<file path="config.mk">
export PLATFORM = sky130hd
export DESIGN_NAME = btb_update_queue
export DESIGN_NICKNAME = d
export VERILOG_FILES = /design/src/rtl/btb_update_queue.sv
export SDC_FILE = /design/constraint.sdc
export NUM_CORES = 2
export LEC_CHECK = 0
export CORE_UTILIZATION = 46
export CTS_CLUSTER_DIAMETER = 120
export DETAILED_ROUTE_END_ITERATION = 7
export PLACE_DENSITY = 0.71
export SETUP_SLACK_MARGIN = 0.15
export SYNTH_ARGS = -nofsm -noshare
export SYNTH_HDL_FRONTEND = slang
export SYNTH_SLANG_ARGS = --single-unit
export TNS_END_PERCENT = 30
</file>
<file path="constraint.sdc">
create_clock -name clk -period 8.6 [get_ports clk]
set_clock_uncertainty 0.1 [all_clocks]
set_input_delay 1.72 -clock clk [delete_from_list [all_inputs] [get_ports clk]]
set_output_delay 1.72 -clock clk [all_outputs]
set_load 0.01 [all_outputs]
</file>
<file path="src/rtl/btb_update_queue.sv">
// Two-lane-in, one-lane-out circular queue of BTB updates between the Ctrl Queue and the BTB.
// Optional duplicate-update filter enabled by defining BTB_UPD_FILTER_EN.
module btb_update_queue #(
  parameter int unsigned DEPTH       = 16,
  parameter int unsigned DEPTH_LOG   = 4,
  parameter int unsigned SIZE_PC     = 32,
  parameter int unsigned BRANCH_TYPE = 2
) (
  input  logic                   clk,
  input  logic                   reset,
  input  logic                   enq0_i,
  input  logic [SIZE_PC-1:0]     enqPC0_i,
  input  logic [SIZE_PC-1:0]     enqTarget0_i,
  input  logic [BRANCH_TYPE-1:0] enqBrType0_i,
  input  logic                   enq1_i,
  input  logic [SIZE_PC-1:0]     enqPC1_i,
  input  logic [SIZE_PC-1:0]     enqTarget1_i,
  input  logic [BRANCH_TYPE-1:0] enqBrType1_i,
  input  logic                   stall_i,
  output logic                   updateEn_o,
  output logic [SIZE_PC-1:0]     updatePC_o,
  output logic [SIZE_PC-1:0]     updateTargetAddr_o,
  output logic [BRANCH_TYPE-1:0] updateBrType_o,
  output logic                   full_o,
  output logic [DEPTH_LOG:0]     count_o,
  output logic                   overflow_o
);

  localparam int unsigned EntryW = 2 * SIZE_PC + BRANCH_TYPE;
  localparam logic [DEPTH_LOG+1:0] DepthW  = (DEPTH_LOG + 2)'(DEPTH);
  localparam logic [DEPTH_LOG:0]   FullThr = (DEPTH_LOG + 1)'(DEPTH - 2);

  logic [EntryW-1:0]    mem_q [DEPTH];
  logic [DEPTH_LOG-1:0] head_q, tail_q;
  logic [DEPTH_LOG:0]   count_q, count_d;
  logic                 overflow_q;
  logic                 upd_en_q;
  logic [EntryW-1:0]    upd_q;

  logic [EntryW-1:0]    lane0, lane1;
  logic                 deq, want0, want1, wr0, wr1, filt0, filt1;
  logic [DEPTH_LOG+1:0] free_slots;
  logic [DEPTH_LOG-1:0] idx1;

  assign lane0 = {enqPC0_i, enqTarget0_i, enqBrType0_i};
  assign lane1 = {enqPC1_i, enqTarget1_i, enqBrType1_i};

  assign deq = (count_q != '0) && !stall_i;

  // Free space counts the slot vacated by a dequeue in the same cycle.
  assign free_slots = DepthW - {1'b0, count_q} + {{(DEPTH_LOG + 1){1'b0}}, deq};

  assign want0 = enq0_i && !filt0;
  assign want1 = enq1_i && !filt1;
  assign wr0   = want0 && (free_slots != '0);
  assign wr1   = want1 && (free_slots > (DEPTH_LOG + 2)'(wr0));
  assign idx1  = tail_q + DEPTH_LOG'(wr0);

`ifdef BTB_UPD_FILTER_EN
  logic              last_vld_q;
  logic [EntryW-1:0] last_q;

  assign filt0 = last_vld_q && (lane0 == last_q);
  assign filt1 = (last_vld_q && (lane1 == last_q)) || (wr0 && (lane1 == lane0));

  always_ff @(posedge clk) begin
    if (reset) begin
      last_vld_q <= 1'b0;
      last_q     <= '0;
    end else if (wr1) begin
      last_vld_q <= 1'b1;
      last_q     <= lane1;
    end else if (wr0) begin
      last_vld_q <= 1'b1;
      last_q     <= lane0;
    end
  end
`else
  assign filt0 = 1'b0;
  assign filt1 = 1'b0;
`endif

  always_comb begin
    count_d = count_q + (DEPTH_LOG + 1)'(wr0) + (DEPTH_LOG + 1)'(wr1) - (DEPTH_LOG + 1)'(deq);
  end

  // Storage is not reset; contents are only observed through the occupancy count.
  always_ff @(posedge clk) begin
    if (wr0) mem_q[tail_q] <= lane0;
    if (wr1) mem_q[idx1]   <= lane1;
  end

  always_ff @(posedge clk) begin
    if (reset) begin
      head_q     <= '0;
      tail_q     <= '0;
      count_q    <= '0;
      overflow_q <= 1'b0;
      upd_en_q   <= 1'b0;
      upd_q      <= '0;
    end else begin
      tail_q  <= tail_q + DEPTH_LOG'(wr0) + DEPTH_LOG'(wr1);
      count_q <= count_d;
      if ((want0 && !wr0) || (want1 && !wr1)) overflow_q <= 1'b1;
      upd_en_q <= deq;
      if (deq) begin
        upd_q  <= mem_q[head_q];
        head_q <= head_q + 1'b1;
      end
    end
  end

  assign updateEn_o = upd_en_q;
  assign {updatePC_o, updateTargetAddr_o, updateBrType_o} = upd_q;
  assign full_o     = count_q > FullThr;
  assign count_o    = count_q;
  assign overflow_o = overflow_q;

endmodule
</file>
==> impl_metrics.csv <==
group,metric,value,unit
yosys,syn_area,56500,sq um
detailed_routing,drt_iter0_drc,3030,
clocking,cts_root_buf,"clkbuf_16",
yosys,syn-mean-instance-area,17.5,sq um
global_routing,grt_pass1_vias,31600,
power,intPower,12.3,mW
clocking,htree_levels,3,
floorplan,rows,128,
final_layout,final_cells,5010,
power,p_clk_frac,0.299,
timing,rsz0062_at_grt,"no",
power,pwr-share-seq,0.429,
final_layout,register_area,33300,sq um
yosys,synthArstFlopShare,0,
yosys,synth_fp_nets,3390,
final_layout,final_area,64000,sq um
clocking,clk_pin_slew,60,ps
detailed_routing,drt-total-wl,149,mm
detailed_routing,drtAntennaViolNets,0,
yosys,synth_edf_count,1056,
detailed_routing,dr.pass1.iters,5,
yosys,synth_ff_type,"edfxtp_1",
final_layout,nFillCells,9750,
power,switching_share,0.286,
setup_path,cpLargestDelayFamily,"simple AND/OR/NAND/NOR gates",
floorplan,start_util,0.464,
placement,io_buffers,210,
setup_path,slowest_stage,"or3b_4",
power,p_per_area,269,nW/um^2
yosys,yosys_warnings,0,
final_layout,drive_above_1_share,0.492,
global_routing,antenna_found_initial,20,
timing,tightest_slew,1160,ps
placement,dp_hpwl,78.3,mm
final_layout,final_cell_mix,"1056 x edfxtp_1, 1003 x mux2_2, 264 x mux4_2",
timing,final-setup-viol-count,0,
setup_path,cpMostUsedCell,"ha_1",
clocking,cts.path.max_buffers,3,
timing,fin_crit_sh,0.759,
floorplan,fp.dieH,352,um
global_routing,grt_first_pass_wirelength,219,mm
run,maxCapViolCount,0,
timing,max_freq,153,MHz
setup_path,cp-start-kind,"primary input",
power,p_leak,20.7,nW
global_routing,gr-usage-all-layers,0.239,
final_layout,nets,3426,
power,pwr-share-comb,0.272,
detailed_routing,avgViaCountPerCell,6.07,
timing,finalSetupTns,0,ps
timing,max_slew_margin,0.227,
clocking,cts_tree,"yes",
detailed_routing,drc,0,
worst_hold_path,hold_path.class,"register to register",
placement,placed_cells,4776,
clocking,cts.sinks,1137,
yosys,synthDistinctLibCells,48,
timing,final_max_slew_viol_count,0,
placement,dpl-instance-area,60100,sq um
clocking,postCtsSetupRepairBufs,0,
global_routing,grt_max_degree,106,
power,peakVddDrop,0.387,mV
setup_path,critPathMaxStageDelay,760,ps
timing,hold_viol,0,
setup_path,path_class,"primary input to register",
clocking,numCtsBuffers,116,
setup_path,critPathCaptureType,"register",
power,switching_power,4.93,mW
setup_path,path_buf_inv,4,
floorplan,fp.coreArea,122000,sq um
setup_path,crit_fanout,36,
final_layout,layout_commonest_cell,"edfxtp_1",
placement,place_congestion,0.784,
floorplan,die_w,352,um
yosys,seq_area_frac_synth,0.590,
clocking,clk_latency,720,ps
final_layout,syn2layout_area_growth,13.2,%
setup_path,critPathRequiredTime,8970,ps
detailed_routing,wl_per_cell,29.8,um
global_routing,grt_overflow_total,0,
clocking,cts_resized,0,
timing,min_period,6530,ps
yosys,ys_ff_latch,1137,
status,outcome,"finished clean",
final_layout,multi_input_area,21800,sq um
setup_path,crit_arrival,6900,ps
detailed_routing,vias,30400,
setup_path,crit_chain,"clkdlybuf4s50_1 > or2_2 > ha_1 > inv_1 > ha_1 > and3_1 > a31o_1 > nand4_1 > nand2_1 > inv_1 > ha_1 > ha_1 > nor2b_1 > nor2b_1 > a31oi_1 > or3b_4 > buf_4 > mux2_2",
yosys,synth_cells,3233,
floorplan,dieArea,124000,sq um
clocking,cts_hold_buf,0,
floorplan,ios,211,
[per-stage QoR]
stage                     utilization  hold WS [ps]  power (mW)  setup slack (ps)
final                           0.525           394        17.2              2070
after global placement          0.493           371        12.2              1400
after detailed placement        0.493           388        12.2              1370
after global routing            0.525           413        17.8              1900
after CTS                       0.525           402        17.3              2120
after floorplan                     -           408        10.6              74.7
[path summary, 6_finish.rpt]
kind	slack, ps	end	cells after the start	startpoint
max reg2reg	2470	mem_q[4][35]	20	count_o[2]
min reg2reg	390	upd_q[32]	2	upd_q[32]
min	390	upd_q[32]	2	upd_q[32]
max	2070	mem_q[4][35]	18	stall_i
[power groups by stage]
stage                     logic [mW]  clock network (mW)  registers [mW]
after global routing            4.96                5.43            7.46
after floorplan                 3.14                   0            7.50
final                           4.68                5.15            7.39
after CTS                       4.73                5.22            7.40
after detailed placement        4.70                   0            7.51
after global placement          4.65                   0            7.50
[layout make-up]
type                            instances  share of cell area
Tap cell                             1625              0.0318
Clock buffer                          180              0.0535
Sequential cell                      1137               0.521
Timing Repair Buffer                  272              0.0444
Inverter                               10            0.000587
Multi-Input combinational cell       1732               0.341
Antenna cell                           13            0.000508
Clock inverter                         41             0.00724
[kinds of logic after synthesis]
| logic type | after synthesis | share of synthesized area |
|---|---|---|
| adder cells (fa/ha/maj) | 20 | 0.00469 |
| XOR/XNOR | 11 | 0.00171 |
| buffers and inverters | 364 | 0.0290 |
| flip-flops | 1137 | 0.590 |
| multiplexers | 1453 | 0.348 |
| AND/OR/NAND/NOR | 85 | 0.00828 |
| AO/OA/AOI/OAI | 163 | 0.0180 |
[synthesized netlist by cell type, drive strengths merged, types with 2 or more instances]
library cell  count  area share
clkbuf          206       0.014
nor2             22      0.0015
o22ai             2     0.00022
ha               18      0.0040
nand2            13     0.00086
or3               8     0.00089
inv              10     0.00066
xor2              3     0.00047
mux2i            67       0.012
nand2b            3     0.00033
buf             148       0.015
nor3b             3     0.00049
nor2b             7     0.00077
nand3             5     0.00044
xnor2             8      0.0012
dfxtp            81       0.029
o21bai            5     0.00066
a22oi            65      0.0086
edfxtp         1056        0.56
nand4b            2     0.00031
o21ai            78      0.0069
nand3b            7     0.00093
nand4             3     0.00033
a21oi             6     0.00053
nor3              4     0.00035
mux2           1122        0.23
fa                2     0.00071
or2               2     0.00022
mux4            264        0.11
and3              2     0.00031
[worst reg2reg max path: stages, from the launching register on]
cell,delay [ps]
dfxtp_1,490
inv_1,130
ha_1,240
nor4b_1,140
or2_2,350
ha_1,220
inv_1,60
ha_1,190
and3_1,170
a31o_1,210
nand4_1,230
nand2_1,170
inv_1,70
ha_1,240
ha_1,290
nor2b_1,190
nor2b_1,150
a31oi_1,290
or3b_4,760
buf_4,720
mux2_2,470
[registers in the layout, indices dropped and copies added, names as in the netlist]
name / flops
mem_q: 1056
updateEn_o: 1
overflow_o: 1
tail_q: 4
count_o: 5
head_q: 4
upd_q: 66
[per-layer routing]
metal | vias up | routed length [um] | global-route usage
met2 | 982 | 76200 | 0.413
met1 | 16100 | 60600 | 0.311
li1 | 13000 | - | -
met4 | 14 | 3860 | 0.0731
met5 | - | 90 | 0
met3 | 230 | 8450 | 0.0337
Note: power is estimated with default switching activity, not from simulation.
